### src/rtl/alu_pkg.sv
// alu_pkg: shared definitions for the VeriRISC sequential ALU.
//   - 4-bit opcode encodings (0-7 keep their legacy meaning)
//   - FSM state type used by alu_seq
package alu_pkg;

  localparam logic [3:0] OP_HLT = 4'd0;
  localparam logic [3:0] OP_SKZ = 4'd1;
  localparam logic [3:0] OP_ADD = 4'd2;
  localparam logic [3:0] OP_AND = 4'd3;
  localparam logic [3:0] OP_XOR = 4'd4;
  localparam logic [3:0] OP_LDA = 4'd5;
  localparam logic [3:0] OP_STO = 4'd6;
  localparam logic [3:0] OP_JMP = 4'd7;
  localparam logic [3:0] OP_SUB = 4'd8;
  localparam logic [3:0] OP_OR  = 4'd9;
  localparam logic [3:0] OP_SHL = 4'd10;
  localparam logic [3:0] OP_SHR = 4'd11;
  localparam logic [3:0] OP_MUL = 4'd12;

  typedef enum logic [1:0] {
    ST_IDLE    = 2'd0,
    ST_MUL_RUN = 2'd1,
    ST_FINISH  = 2'd2
  } alu_state_e;

endpackage

### src/rtl/alu_mul_iter.sv
// alu_mul_iter: iterative shift-add multiplier datapath.
//   clk, rst_n    : clock, synchronous active-low reset
//   load          : capture operands, clear accumulator, count = DATA_WIDTH
//   step          : one shift-add iteration
//   mcand_in      : multiplicand (operand A)
//   mplier_in     : multiplier (operand B)
//   last          : all iterations done (count is zero)
//   product       : full 2*DATA_WIDTH-bit accumulator
module alu_mul_iter #(
  parameter int DATA_WIDTH = 8
) (
  input  logic                      clk,
  input  logic                      rst_n,
  input  logic                      load,
  input  logic                      step,
  input  logic [DATA_WIDTH-1:0]     mcand_in,
  input  logic [DATA_WIDTH-1:0]     mplier_in,
  output logic                      last,
  output logic [2*DATA_WIDTH-1:0]   product
);

  localparam int CW = $clog2(DATA_WIDTH + 1);

  logic [2*DATA_WIDTH-1:0] mcand_q, mcand_d;
  logic [DATA_WIDTH-1:0]   mplier_q, mplier_d;
  logic [2*DATA_WIDTH-1:0] acc_q, acc_d;
  logic [CW-1:0]           cnt_q, cnt_d;

  always_comb begin
    mcand_d  = mcand_q;
    mplier_d = mplier_q;
    acc_d    = acc_q;
    cnt_d    = cnt_q;
    if (load) begin
      mcand_d  = {{DATA_WIDTH{1'b0}}, mcand_in};
      mplier_d = mplier_in;
      acc_d    = '0;
      cnt_d    = CW'(DATA_WIDTH);
    end else if (step) begin
      // Multiplicand shifts left in step with the multiplier shifting right,
      // so each multiplier bit adds the correctly weighted partial product.
      if (mplier_q[0]) acc_d = acc_q + mcand_q;
      mcand_d  = mcand_q << 1;
      mplier_d = mplier_q >> 1;
      cnt_d    = cnt_q - CW'(1);
    end
  end

  always_ff @(posedge clk) begin
    if (!rst_n) begin
      mcand_q  <= '0;
      mplier_q <= '0;
      acc_q    <= '0;
      cnt_q    <= '0;
    end else begin
      mcand_q  <= mcand_d;
      mplier_q <= mplier_d;
      acc_q    <= acc_d;
      cnt_q    <= cnt_d;
    end
  end

  assign last    = (cnt_q == '0);
  assign product = acc_q;

endmodule

### src/rtl/alu_seq.sv
// alu_seq: VeriRISC ALU with registered result and start/done handshake.
//   clk, rst_n : clock, synchronous active-low reset
//   start      : accept an operation when not busy
//   opcode     : operation select (sampled with start)
//   in_a, in_b : operands (sampled with start)
//   alu_out    : registered result, held until next done
//   carry      : carry / borrow / shifted-out bit / MUL overflow
//   zero       : alu_out == 0
//   busy       : multi-cycle MUL in progress, start ignored
//   done       : one-cycle pulse, result and flags valid
//   a_is_zero  : combinational in_a == 0
module alu_seq
  import alu_pkg::*;
#(
  parameter int DATA_WIDTH   = 8,
  parameter int OPCODE_WIDTH = 4
) (
  input  logic                    clk,
  input  logic                    rst_n,
  input  logic                    start,
  input  logic [OPCODE_WIDTH-1:0] opcode,
  input  logic [DATA_WIDTH-1:0]   in_a,
  input  logic [DATA_WIDTH-1:0]   in_b,
  output logic [DATA_WIDTH-1:0]   alu_out,
  output logic                    carry,
  output logic                    zero,
  output logic                    busy,
  output logic                    done,
  output logic                    a_is_zero
);

  alu_state_e              state_q, state_d;
  logic [DATA_WIDTH-1:0]   alu_out_q, alu_out_d;
  logic                    carry_q, carry_d;
  logic                    zero_q, zero_d;
  logic                    busy_q, busy_d;
  logic                    done_q, done_d;

  logic [DATA_WIDTH-1:0]   sc_res;
  logic                    sc_carry;
  logic                    mul_load, mul_step, mul_last;
  logic [2*DATA_WIDTH-1:0] mul_prod;

  alu_mul_iter #(.DATA_WIDTH(DATA_WIDTH)) u_mul (
    .clk       (clk),
    .rst_n     (rst_n),
    .load      (mul_load),
    .step      (mul_step),
    .mcand_in  (in_a),
    .mplier_in (in_b),
    .last      (mul_last),
    .product   (mul_prod)
  );

  // Single-cycle datapath
  always_comb begin
    sc_res   = in_a;
    sc_carry = 1'b0;
    case (opcode)
      OP_ADD: {sc_carry, sc_res} = {1'b0, in_a} + {1'b0, in_b};
      OP_AND: sc_res = in_a & in_b;
      OP_XOR: sc_res = in_a ^ in_b;
      OP_LDA: sc_res = in_b;
      OP_SUB: begin
        sc_res   = in_a - in_b;
        sc_carry = (in_a < in_b);
      end
      OP_OR:  sc_res = in_a | in_b;
      OP_SHL: begin
        sc_res   = {in_a[DATA_WIDTH-2:0], 1'b0};
        sc_carry = in_a[DATA_WIDTH-1];
      end
      OP_SHR: begin
        sc_res   = {1'b0, in_a[DATA_WIDTH-1:1]};
        sc_carry = in_a[0];
      end
      default: sc_res = in_a;
    endcase
  end

  // Next-state / output-register logic
  always_comb begin
    state_d   = state_q;
    alu_out_d = alu_out_q;
    carry_d   = carry_q;
    zero_d    = zero_q;
    busy_d    = busy_q;
    done_d    = 1'b0;
    mul_load  = 1'b0;
    case (state_q)
      ST_IDLE: begin
        if (start) begin
          if (opcode == OP_MUL) begin
            mul_load = 1'b1;
            busy_d   = 1'b1;
            state_d  = ST_MUL_RUN;
          end else begin
            alu_out_d = sc_res;
            carry_d   = sc_carry;
            zero_d    = (sc_res == '0);
            done_d    = 1'b1;
          end
        end
      end
      // The count is checked before stepping, so MUL_RUN spends one extra
      // cycle after the final iteration; this gives DATA_WIDTH+2 latency.
      ST_MUL_RUN: begin
        if (mul_last) state_d = ST_FINISH;
      end
      ST_FINISH: begin
        alu_out_d = mul_prod[DATA_WIDTH-1:0];
        carry_d   = |mul_prod[2*DATA_WIDTH-1:DATA_WIDTH];
        zero_d    = (mul_prod[DATA_WIDTH-1:0] == '0);
        done_d    = 1'b1;
        busy_d    = 1'b0;
        state_d   = ST_IDLE;
      end
      default: begin
        busy_d  = 1'b0;
        state_d = ST_IDLE;
      end
    endcase
  end

  assign mul_step = (state_q == ST_MUL_RUN) && !mul_last;

  always_ff @(posedge clk) begin
    if (!rst_n) begin
      state_q   <= ST_IDLE;
      alu_out_q <= '0;
      carry_q   <= 1'b0;
      zero_q    <= 1'b1;
      busy_q    <= 1'b0;
      done_q    <= 1'b0;
    end else begin
      state_q   <= state_d;
      alu_out_q <= alu_out_d;
      carry_q   <= carry_d;
      zero_q    <= zero_d;
      busy_q    <= busy_d;
      done_q    <= done_d;
    end
  end

  assign alu_out   = alu_out_q;
  assign carry     = carry_q;
  assign zero      = zero_q;
  assign busy      = busy_q;
  assign done      = done_q;
  assign a_is_zero = (in_a == '0);

endmodule

### config.mk
export PLATFORM = sky130hd
export DESIGN_NAME = alu_seq
export DESIGN_NICKNAME = d
export VERILOG_FILES = /design/src/rtl/alu_pkg.sv /design/src/rtl/alu_mul_iter.sv /design/src/rtl/alu_seq.sv
export SDC_FILE = /design/constraint.sdc
export NUM_CORES = 1
export LEC_CHECK = 0
export CAP_MARGIN = 15
export CORE_MARGIN = 1
export CORE_UTILIZATION = 50
export DETAILED_ROUTE_END_ITERATION = 16
export PLACE_DENSITY = 0.81
export SLEW_MARGIN = 20
export SYNTH_ARGS = -nofsm -noshare
export SYNTH_HDL_FRONTEND = slang
export SYNTH_SLANG_ARGS = --single-unit
### constraint.sdc
create_clock -name clk -period 4.1 [get_ports clk]
set_clock_uncertainty 0.1 [all_clocks]
set_input_delay 0.41 -clock clk [delete_from_list [all_inputs] [get_ports clk]]
set_output_delay 0.41 -clock clk [all_outputs]
set_load 0.005 [all_outputs]
# Yosys cells after proc, flatten, opt, wreduce, memory -nomap -nowiden
# Index checks and enable logic that the tools add are counted.
[op_classes]
addsub = 4
magnitude_cmp = 1
eq_ne = 15
mux = 30
bitwise_logic = 5
n_reduce_logical = 15
[ops]
columns = ["cell", "count"]
rows = [
  ["$pmux W8 S8", 1],
  ["$mux W8", 6],
  ["$logic_not A8 Y1", 3],
  ["$eq A4 B4 Y1 const B", 5],
  ["$add A16 B16 Y16", 1],
  ["$pmux W8 S2", 1],
  ["$mux W1", 11],
  ["$add A8 B8 Y9", 1],
  ["$reduce_and A3 Y1", 3],
  ["$and A8 B8 Y8", 1],
  ["$eq A4 B2 Y1 const B", 2],
  ["$eq A4 B3 Y1 const B", 2],
  ["$lt A8 B8 Y1", 1],
  ["$mux W4", 2],
  ["$ne A2 B2 Y1 const B", 4],
  ["$or A8 B8 Y8", 1],
  ["$pmux W1 S2", 4],
  ["$reduce_or A8 Y1", 1],
  ["$sub A8 B8 Y8", 1],
  ["$xor A8 B8 Y8", 1],
  ["$mux W2", 3],
  ["$logic_not A4 Y1", 1],
  ["$pmux W1 S4", 1],
  ["$pmux W2 S2", 1],
  ["10 further kinds", 12],
]
[totals]
ff_bits = 58
out_inout_bits = 13
word_cells = 82

# Logic depth before layout (Yosys ltp)
[logic_depth]
depth_word = 6
depth_mapped = 10
mapped_depth_nobuf = 10

# Cells and area by module
# Synthesis repeated with hierarchy kept, for this count alone.
[hier_totals]
hier_cells = 618
hier_area_um2 = 4762.1
[modules_own_cells]
columns = ["module", "n_inst", "cells_per_inst", "area_each_um2", "seq_area_each_um2"]
rows = [
  ["alu_mul_iter", 1, 295, 2494.9, 880.8],
  ["alu_seq", 1, 323, 2267.2, 280.3],
]

# Worst setup path before layout
# OpenSTA, ideal clock, no wires.
[synth_path]
path_type = "in2reg"
startpoint = "input port in_a[0]"
endpoint = "register zero_q, in the netlist zero"
t_arrival_ns = 2.318
required_ns = 3.941
path_slack_ns = 1.623
cell_stages = 9
cell_sequence = "ha_1 fa_1 a211oi_2 o21ai_1 mux2i_1 nor2_1 o32a_1 nor4_1 a31o_1"
[synth_via]
elab_chain_cells = 6
elab_cells_between_ends = 10
classes_between = "2 x add/sub; 4 x mux; 3 x bitwise; 1 x reduce/logical"
[synth_lines]
columns = ["element", "line", "text"]
rows = [
  ["start: declaration", "alu_seq.sv:22", "input logic [DATA_WIDTH-1:0] in_a,"],
  ["$sub A8 B8 Y8, or another cell as far along", "alu_seq.sv:65", "sc_res = in_a - in_b;"],
  ["$pmux W8 S8 *", "alu_seq.sv:59", "case (opcode)"],
  ["$logic_not A8 Y1 *", "alu_seq.sv:100", "zero_d = (sc_res == '0);"],
  ["$mux W1 *", "alu_seq.sv:93", "if (opcode == OP_MUL) begin"],
  ["$mux W1 *", "alu_seq.sv:92", "if (start) begin"],
  ["$pmux W1 S2 *", "alu_seq.sv:90", "case (state_q)"],
  ["end signal: assignment", "alu_seq.sv:139", "zero_q <= zero_d;"],
  ["end: declaration", "alu_seq.sv:35", "logic zero_q, zero_d;"],
]
# Mark *: on every way between the ends. The rest lies on a longest branch, timed or not. The select of a mux whose other input is x is not followed.
# A chain may end at the register's enable or synchronous reset.

# Worst setup path in the final report
# Ends and elaborated chain as after synthesis.

==> impl_metrics.ini <==
[yosys]
yosysWarnings = 0
synthAdderAreaFrac = 0.123
synth_top_family_by_area = compound AO/OA/AOI/OAI gates
synthMuxAreaShare = 0.0238
synth-seq-cells = 58
synth-main-ff-cell = sky130_fd_sc_hd__dfxtp_1
post_synthesis_compound_gate_area_fraction = 0.292
synth.avg_cell_area_um2 = 7.48
post_synth_xor_area_fraction = 0.0389
post_synth_instance_area_um2 = 4730
synth_simple_gate_area_frac = 0.203
number_of_flops_mapped_to_enable_cells_by_yosys = 0
synth.yosys.seq_area_share = 0.246
synth.net_count = 699
synthCells = 632
synth.lib_cells_used.distinct = 69
async_set_reset_flop_share_out_of_synthesis = 0

[drt]
avgViaCountPerCell = 6.29
num_vias = 4832
postRouteAntennaNets = 0
detail_route.wl_per_cell_um = 17.7
first_pass_iters = 5
drt-total-wl_um = 13600
dr.first_iter.drc_count = 409
post-route-drc-count = 0

[clock_network]
numCtsBuffers = 9
post_cts.resized_instances = 0
ctsHtreeMaxLevel = 3
clk-insertion-delay-late_ns = 0.33
cts_hold_buffers = 0
clk_root_buffer_cell = sky130_fd_sc_hd__clkbuf_8
cts_num_sinks = 58
ctsLongestPathBuffers = 2
clock_tree_from_tritoncts = built
cts_setup_buffers = 0
clk_pin_slew_worst_paths_ns = 0.06

[layout]
number_of_nets_in_the_layout = 719
final_core_utilization = 0.580
fin_cells = 768
num_antenna_cells = 0
multiInputGateArea_um2 = 3220
final_layout_size_suffix_gt1_frac = 0.0609
postLayoutCellArea_um2 = 5330
area_growth_pct = 12.9
regArea_um2 = 1160
final.fill_count = 841

[worst_setup_path]
critPathLaunchType = input port
critical_path.startpoint = in_a[0]
critical_path.max_fanout = 6
ff2ff_setup_slack_ns = 1.40
crit_required_ns = 4.27
critical_path.endpoint = zero
worstReg2RegStart = u_mul.product[0]
worst-endpoint-arrival_ns = 3.36
worstRegToRegCells = 10
worst_setup_path_end_kind = flip-flop
timing_worst_setup_path_type = in2reg
crit-reg2reg-capture = u_mul.product[12]

[sta]
fin_tns_setup_ns = 0
fin_crit_ns = 3.18
final-max-slew-violation-count = 0
min_period_over_period = 0.776
fmax_ghz = 0.314
relSlewSlack = 0.467
grt_setup_unrepaired = no
timing.final.setup_violations = 0
holdWs_ns = 0.357
worst_pin_slew_ns = 0.793
count_of_endpoints_failing_hold_in_the_final_timing_report = 0

[global_route]
overall_global_routing_resource_usage = 0.284
grt_first_pass_wirelength_um = 22200
overflow = 0
grt_start_max_net_pins = 31
grt_antenna_before_repair = 0
first_global_vias = 4455

[power_and_ir_drop]
power-per-cell-area_nw_per_um2 = 283
peakVddDrop_v = 0.000158
static-leakage-power_nw = 2.05

[placed_design]
routabilityCongestion = 0.919
hpwlAfterDp_um = 10000
post-place-cells = 752
port-buffer-count = 35
postPlaceCellArea_um2 = 5100

[die]
die_w_um = 99.2
floorplan.die_area_um2 = 9840
floorplan.core_area_um2 = 9200
floorplan.io_pins = 36
initial_core_util = 0.514
die_h_um = 99.2
fp-row-count = 35

[outcome]
result_of_the_run = finished clean

[min_path]
hp-class = reg2reg

[run]
max-cap-violations = 0
-- routing by layer --
metal  vias up  global-route usage  part of all wire
li1       2327                   -                 -
met1      2288               0.379              0.44
met2       195               0.439              0.45
met3        22              0.0745             0.084
met4         0               0.106             0.019
met5         -                   0                 0
-- cells in the mapped netlist (3+ instances only) --
library cell	number	area, um2
sky130_fd_sc_hd__a311oi_1	8	70.1
sky130_fd_sc_hd__nand2b_1	6	37.5
sky130_fd_sc_hd__o32a_1	3	30.0
sky130_fd_sc_hd__nor2b_1	8	50.1
sky130_fd_sc_hd__o21bai_1	5	37.5
sky130_fd_sc_hd__dfxtp_1	58	1160
sky130_fd_sc_hd__mux2i_1	9	90.1
sky130_fd_sc_hd__o211ai_1	12	90.1
sky130_fd_sc_hd__or2_1	3	18.8
sky130_fd_sc_hd__o22ai_1	8	50.1
sky130_fd_sc_hd__buf_6	3	33.8
sky130_fd_sc_hd__nand4_1	5	31.3
sky130_fd_sc_hd__nor2_1	47	176
sky130_fd_sc_hd__o221ai_1	5	43.8
sky130_fd_sc_hd__clkbuf_1	16	60.1
sky130_fd_sc_hd__a21oi_1	55	275
sky130_fd_sc_hd__buf_2	13	65.1
sky130_fd_sc_hd__nor2_2	4	25.0
sky130_fd_sc_hd__ha_1	41	513
sky130_fd_sc_hd__nand2_1	90	338
sky130_fd_sc_hd__xor2_1	6	52.6
sky130_fd_sc_hd__a211oi_1	12	90.1
sky130_fd_sc_hd__a32oi_1	3	26.3
sky130_fd_sc_hd__or3_1	5	31.3
sky130_fd_sc_hd__inv_2	6	22.5
sky130_fd_sc_hd__fa_1	3	60.1
sky130_fd_sc_hd__o21ai_0	26	130
sky130_fd_sc_hd__xnor2_1	15	131
sky130_fd_sc_hd__a22oi_1	9	67.6
sky130_fd_sc_hd__nor4_1	6	37.5
sky130_fd_sc_hd__inv_1	38	143
sky130_fd_sc_hd__a31oi_1	9	56.3
sky130_fd_sc_hd__o2111ai_1	5	43.8
sky130_fd_sc_hd__nor3_1	14	70.1
sky130_fd_sc_hd__o22a_1	3	26.3
sky130_fd_sc_hd__o21ai_1	14	70.1
sky130_fd_sc_hd__nand3_1	13	65.1
sky130_fd_sc_hd__a21o_1	8	60.1
-- through the flow --
stage / power (mW) / worst slack [ns]
floorplan: 0.796 / 1.62
global placement: 0.904 / 0.734
detailed placement: 0.906 / 0.648
CTS: 1.51 / 0.976
global route: 1.57 / 0.744
finish: 1.51 / 0.917
-- kinds of logic after synthesis --
family          Yosys count
compound gates          208
fa+ha+maj                45
xor+xnor                 21
mux                      11
buf+inv                  79
flops                    58
simple gates            210
-- critical path: stages --
cell and delay [ns]:
sky130_fd_sc_hd__clkdlybuf4s50_1 0.62, sky130_fd_sc_hd__inv_1 0.15, sky130_fd_sc_hd__ha_1 0.25, sky130_fd_sc_hd__fa_1 0.42, sky130_fd_sc_hd__o21bai_1 0.30, sky130_fd_sc_hd__a21oi_1 0.13
sky130_fd_sc_hd__o21ai_0 0.18, sky130_fd_sc_hd__a21oi_1 0.09, sky130_fd_sc_hd__o32a_1 0.36, sky130_fd_sc_hd__nor4_1 0.28, sky130_fd_sc_hd__a31o_1 0.17
-- report_power, final --
group | switching [mW] | internal, mW | total (mW)
clock network | 0.228 | 0.376 | 0.603
logic | 0.192 | 0.130 | 0.321
registers | 0.00720 | 0.576 | 0.583
total | 0.426 | 1.08 | 1.51
-- registers in the layout, summed over array words and instances, names as in the netlist --
signal          count
carry               1
alu_out             8
u_mul.mcand_q      16
zero                1
busy                1
u_mul.cnt_q         4
done                1
state_q             2
u_mul.product      16
u_mul.mplier_q      8
-- placed cells by master (no fill, tap or decap), drive strengths merged, types with 9 or more instances in the layout --
cell / n
dfxtp: 58
o21ai: 40
ha: 41
inv: 44
a31oi: 9
nand3: 13
nor2: 51
nand2: 90
xnor2: 15
a211oi: 13
a22oi: 9
nor3: 14
clkdlybuf4s50: 35
mux2i: 9
buf: 9
clkbuf: 12
o211ai: 12
a21oi: 57
-- worst min path at each step --
stage / startpoint / end / cells after the start
6_report: u_mul.mplier_q[4] / u_mul.mplier_q[4] / 2
5_1_grt: u_mul.mplier_q[2] / u_mul.mplier_q[2] / 2
4_1_cts: u_mul.mplier_q[2] / u_mul.mplier_q[2] / 2
3_5_place_dp: u_mul.mplier_q[2] / u_mul.mplier_q[2] / 2
3_3_place_gp: u_mul.mplier_q[3] / u_mul.mplier_q[3] / 2
2_1_floorplan: u_mul.mplier_q[2] / u_mul.mplier_q[2] / 2
-- layout make-up --
| cell class | instances | area share |
|---|---|---|
| Inverter | 44 | 0.0310 |
| Clock buffer | 12 | 0.0291 |
| Timing Repair Buffer | 44 | 0.0783 |
| Tap cell | 111 | 0.0260 |
| Clock inverter | 4 | 0.0138 |
| Sequential cell | 58 | 0.218 |
| Multi-Input combinational cell | 495 | 0.604 |
No activity file was read; power rests on OpenSTA's default activity.
==> RTL change 1, RTL diff (same flow settings) <==
`DATA_WIDTH` is set to 8 in 2 places; all go to 16.
--- a/src/rtl/alu_mul_iter.sv
+++ b/src/rtl/alu_mul_iter.sv
@@ -7,7 +7,7 @@
 //   last          : all iterations done (count is zero)
 //   product       : full 2*DATA_WIDTH-bit accumulator
 module alu_mul_iter #(
-  parameter int DATA_WIDTH = 8
+  parameter int DATA_WIDTH = 16
 ) (
   input  logic                      clk,
   input  logic                      rst_n,
--- a/src/rtl/alu_seq.sv
+++ b/src/rtl/alu_seq.sv
@@ -12,7 +12,7 @@
 module alu_seq
   import alu_pkg::*;
 #(
-  parameter int DATA_WIDTH   = 8,
+  parameter int DATA_WIDTH   = 16,
   parameter int OPCODE_WIDTH = 4
 ) (
   input  logic                    clk,
Interface: changed (resized alu_out, in_a and in_b); port bits go from 36 to 60. No check against the original RTL was run, so the function may have changed too.
==> RTL change 1 against the unedited design <==
Setup slack got worse by 540 ps. Design area rose by 96%. Power is 77% higher. Highest routed layer unchanged. Synthesized area up 90%. Global-route usage rose by 4.5 points. Sequential cell count rose by 49. Critical path depth up 2. Routed wire length rose by 120%.
==> RTL change 1: results <==
group,metric,value,unit
run_status,status,"finished clean",
yosys,syn_nets,1317,
power,ir_worst_vdd,0.000317,V
placed_design,gp_congestion,0.996,
detailed_routing,drt_iter0_drc,1106,
critical_path,worst_path_largest_cell_delay,620,ps
yosys,synth_xor_area_share,2.44,%
hold_path,hp-start,"alu_out[7]$_SDFFE_PN0P_",
detailed_routing,wl_per_cell,20.4,um
placed_design,io_buffers,59,
global_routing,grt_pass1_wl,47600,um
finish,nets,1384,
detailed_routing,vias,9605,
yosys,synthMuxAreaShare,0.891,%
critical_path,rrSetupSlack,610,ps
clocking,path_clk_slew,80,ps
placed_design,preCtsSetupSlack,84.8,ps
critical_path,reg2reg_to,"u_mul.product[28]$_SDFFE_PP0P_",
finish,drive_above_1_share,9.18,%
clocking,insertion_delay,360,ps
global_routing,grt_max_degree,39,
global_routing,grt_pass1_vias,8912,
placed_design,dp_hpwl,22700,um
finish,n_fill_cell,1600,
hold_path,holdPathEnd,"alu_out[7]$_SDFFE_PN0P_",
yosys,synth.distinct_cells,86,
detailed_routing,route.met2.wl,13700,um
global_routing,grt_usage,32.9,%
global_routing,grt_util_met2,53.5,%
critical_path,cp.arrival,3890,ps
detailed_routing,firstDrtPassIters,10,
global_routing,use_met1,42.7,%
yosys,yosys.area_share.adder,12.4,%
yosys,ys_seq_area_share,23.8,%
critical_path,worst-path-max-fanout,5,
==> RTL change 1: changes by cell type in the layout (fill, tap and decap cells not counted), sizes merged, moves of 14 or more <==
cell	delta
ha	+43
buf	+62
inv	+25
dfxtp	+49
clkdlybuf4s50	+24
a21boi	+20
nor4	+14
a22oi	+15
nor2	+27
a21oi	+67
nand2	+84
==> RTL change 1: power by group through the flow <==
stage | Sequential, W | Clock (W) | Combinational (W)
floorplan | 0.00110 | 0 | 0.000359
global placement | 0.00110 | 0 | 0.000646
detailed placement | 0.00110 | 0 | 0.000647
CTS | 0.00108 | 0.000934 | 0.000650
global route | 0.00108 | 0.000970 | 0.000712
finish | 0.00108 | 0.000927 | 0.000668
==> RTL change 1: layout make-up <==
cell class | instances | area, um^2 | share of cell area, %
timing repair buffer | 130 | 1160 | 11.1
tap | 225 | 282 | 2.69
multi-input combinational | 945 | 6340 | 60.5
inverter | 65 | 244 | 2.33
clock inverter | 7 | 90.1 | 0.860
clock buffer | 9 | 225 | 2.15
sequential | 107 | 2140 | 20.4
==> RTL change 1: per-stage QoR <==
step                instances  hold slack, ps
floorplan                1191             343
global placement         1472             340
detailed placement       1472             343
CTS                      1488             356
global route             1488             381
finish                   1488             354
==> RTL change 1: kinds of logic after synthesis <==
group / after synthesis
fa+ha+maj: 87
flops: 107
compound gates: 404
xor+xnor: 25
mux: 8
buf+inv: 139
simple gates: 421
==> RTL change 1: worst reg2reg max path, delay by kind of cell (launching register included) <==
| kind | cells | cell delay (ps) |
|---|---|---|
| simple gates | 3 | 820 |
| flops | 1 | 410 |
| fa+ha+maj | 2 | 580 |
| compound gates | 6 | 1470 |
| buf+inv | 1 | 60 |
==> RTL change 2, RTL diff (config.mk and constraints unchanged) <==
Without the edit above. Register the inputs `start`, `opcode` and `in_b` before use, without a reset. The logic sees them one clock later. The other inputs are not delayed to match. Comments in the files are not updated.
--- a/src/rtl/alu_seq.sv
+++ b/src/rtl/alu_seq.sv
@@ -29,6 +29,16 @@
   output logic                    a_is_zero
 );
 
+  logic start_q;
+  logic [OPCODE_WIDTH-1:0] opcode_q;
+  logic [DATA_WIDTH-1:0] in_b_q;
+
+  always_ff @(posedge clk) begin
+    start_q  <= start;
+    opcode_q <= opcode;
+    in_b_q   <= in_b;
+  end
+
   alu_state_e              state_q, state_d;
   logic [DATA_WIDTH-1:0]   alu_out_q, alu_out_d;
   logic                    carry_q, carry_d;
@@ -47,7 +57,7 @@
     .load      (mul_load),
     .step      (mul_step),
     .mcand_in  (in_a),
-    .mplier_in (in_b),
+    .mplier_in (in_b_q),
     .last      (mul_last),
     .product   (mul_prod)
   );
@@ -56,16 +66,16 @@
   always_comb begin
     sc_res   = in_a;
     sc_carry = 1'b0;
-    case (opcode)
-      OP_ADD: {sc_carry, sc_res} = {1'b0, in_a} + {1'b0, in_b};
-      OP_AND: sc_res = in_a & in_b;
-      OP_XOR: sc_res = in_a ^ in_b;
-      OP_LDA: sc_res = in_b;
+    case (opcode_q)
+      OP_ADD: {sc_carry, sc_res} = {1'b0, in_a} + {1'b0, in_b_q};
+      OP_AND: sc_res = in_a & in_b_q;
+      OP_XOR: sc_res = in_a ^ in_b_q;
+      OP_LDA: sc_res = in_b_q;
       OP_SUB: begin
-        sc_res   = in_a - in_b;
-        sc_carry = (in_a < in_b);
+        sc_res   = in_a - in_b_q;
+        sc_carry = (in_a < in_b_q);
       end
-      OP_OR:  sc_res = in_a | in_b;
+      OP_OR:  sc_res = in_a | in_b_q;
       OP_SHL: begin
         sc_res   = {in_a[DATA_WIDTH-2:0], 1'b0};
         sc_carry = in_a[DATA_WIDTH-1];
@@ -89,8 +99,8 @@
     mul_load  = 1'b0;
     case (state_q)
       ST_IDLE: begin
-        if (start) begin
-          if (opcode == OP_MUL) begin
+        if (start_q) begin
+          if (opcode_q == OP_MUL) begin
             mul_load = 1'b1;
             busy_d   = 1'b1;
             state_d  = ST_MUL_RUN;
Function: changed (a bounded check fails within 4 cycles, from zero or initial values and one cycle with rst_n low).
==> RTL change 2 against the unedited design <==
Sequential power is 26% higher. Maximum frequency decreased by 0.98%. Routed wire length rose by 2.7%. Sequential cell count rose by 13. Power increased by 9.9%. Setup slack worse by 31 ps. Register-to-register slack worse by 400 ps. Sequential share of layout area rose by 4.0 points. Synthesized area up 3.5%. Design area up 3.4%. Synthesized cell count decreased by 0.79%. Critical path type unchanged. Largest power group is now registers.
==> RTL change 2: results <==
group,metric,value,unit
run_status,status,"finished clean",
finish,antenna_cells,0,
critical_path,cpMaxStageDelayCell,"clkdlybuf4s50_1",
finish,drive_above_1_share,6.76,%
critical_path,r2r_start,"opcode_q[3]$_DFF_P_",
clocking,numCtsBuffers,9,
finish,n_fill_cell,873,
global_routing,grt_pass1_wl,22300,um
detailed_routing,wl_per_cell,17.9,um
global_routing,grt_pass1_vias,4406,
yosys,syn_nets,694,
critical_path,worst_path_largest_cell_delay,710,ps
detailed_routing,drt_iter0_drc,418,
placed_design,place_area,5290,um^2
placed_design,dp_hpwl,10500,um
yosys,synthTopCellsByArea,"dfxtp_1 29%, ha_1 10%, nand2_1 7.3%",
critical_path,rrSetupSlack,1000,ps
clocking,cts_resized,0,
placed_design,io_buffers,35,
critical_path,reg2regPathDepth,7,
critical_path,cp_top_family,"compound AO/OA/AOI/OAI gates",
clocking,post_cts_buffers,0,
timing,drv_slew,0,
detailed_routing,vias,4814,
hold_path,hold_depth,2,
detailed_routing,firstDrtPassIters,5,
placed_design,gp_congestion,1.00,
yosys,synthArstFlopShare,0,%
clocking,cts_root_buf,"clkbuf_8",
power,leakagePower,2.15,nW
critical_path,startpoint,"in_a[1]",
yosys,ys_seq_area_share,29.0,%
hold_path,worstHoldPathType,"flip-flop to flip-flop",
global_routing,grt_usage,28.4,%
critical_path,worst-path-max-fanout,8,
clocking,insertion_delay,360,ps
yosys,ys_warn_count,0,
timing,tightest_slew,1120,ps
clocking,clockBufferDepth,2,
flow_run,cap_viol_max_count,0,
clocking,ctsHtreeMaxLevel,3,
timing,holdWs,360,ps
yosys,synthTopCellsByCount,"95 x nand2_1, 71 x dfxtp_1, 68 x a21oi_1, 52 x nor2_1, 41 x ha_1",
clocking,path_clk_slew,90,ps
critical_path,setup.worst_path.end,"zero$_SDFFE_PN1P_",
yosys,synth.distinct_cells,73,
global_routing,antenna_found_initial,0,
detailed_routing,remaining_drc_errors,0,
finish,nets,713,
power,ir_worst_vdd,0.000247,V
global_routing,grt_max_degree,33,
critical_path,cp.arrival,3430,ps
## RTL change 2: cell types whose count changed after synthesis, sizes merged, moves of 5 or more
cell,unedited run,this run
nor3b,1,6
o21ai,40,24
nand2,90,95
a31oi,9,2
a21oi,57,69
mux2i,9,3
inv,44,34
o221ai,5,0
dfxtp,58,71
## RTL change 2: cell type report
cell class | count | area (um^2) | area share (%)
Multi-Input combinational cell | 487 | 3170 | 57.5
Inverter | 34 | 128 | 2.31
Timing Repair Buffer | 43 | 410 | 7.44
Clock buffer | 11 | 141 | 2.56
Sequential cell | 71 | 1420 | 25.8
Tap cell | 129 | 161 | 2.93
Clock inverter | 5 | 81.3 | 1.47
## RTL change 2: worst reg2reg max path: cells and delay by family (launching register included)
kind	cells	cell delay [ps]
flops	1	1060
simple gates	5	1260
compound gates	1	180
xor+xnor	1	460
## RTL change 2: routing by layer
metal,share of wire (%),GRT usage [%]
met5,0,0
met4,2.8,13.2
met3,7.9,4.92
met2,45,44.4
met1,44,38.0
## RTL change 2: worst min path at each step
stage,end,start
CTS,carry$_SDFFE_PN0P_,carry$_SDFFE_PN0P_
global placement,alu_out[7]$_SDFFE_PN0P_,alu_out[7]$_SDFFE_PN0P_
global route,alu_out[7]$_SDFFE_PN0P_,alu_out[7]$_SDFFE_PN0P_
finish,u_mul.mplier_q[6]$_SDFFE_PN0P_,u_mul.mplier_q[6]$_SDFFE_PN0P_
floorplan,u_mul.mplier_q[2]$_SDFFE_PN0P_,u_mul.mplier_q[2]$_SDFFE_PN0P_
detailed placement,alu_out[2]$_SDFFE_PN0P_,alu_out[2]$_SDFFE_PN0P_
## RTL change 2: cell families (layout without fill, tap and decap cells)
kind of cell,after synthesis,count (layout),synth area share (%)
DFF,71,71,29.0
and+or+nand+nor,230,230,22.1
xor gates and xnor gates,13,13,2.48
adders and majority gates,44,44,11.7
muxes,8,8,1.76
buffers and inverters,69,93,6.24
AOI/OAI and AO/OA,192,192,26.6
## RTL change 2: metrics by stage
stage / cells / setup WS [ps]
2_1_floorplan: 627 / 1610
3_3_place_gp: 764 / 684
3_5_place_dp: 764 / 585
4_1_cts: 780 / 972
5_1_grt: 780 / 817
6_report: 780 / 886
## RTL change 2: power by group
group          internal (W)  switching [W]  total, W  leakage [nW]
logic              0.000126       0.000168  0.000294          1.46
registers          0.000709      0.0000253  0.000734         0.580
clock network      0.000360       0.000270  0.000629         0.110
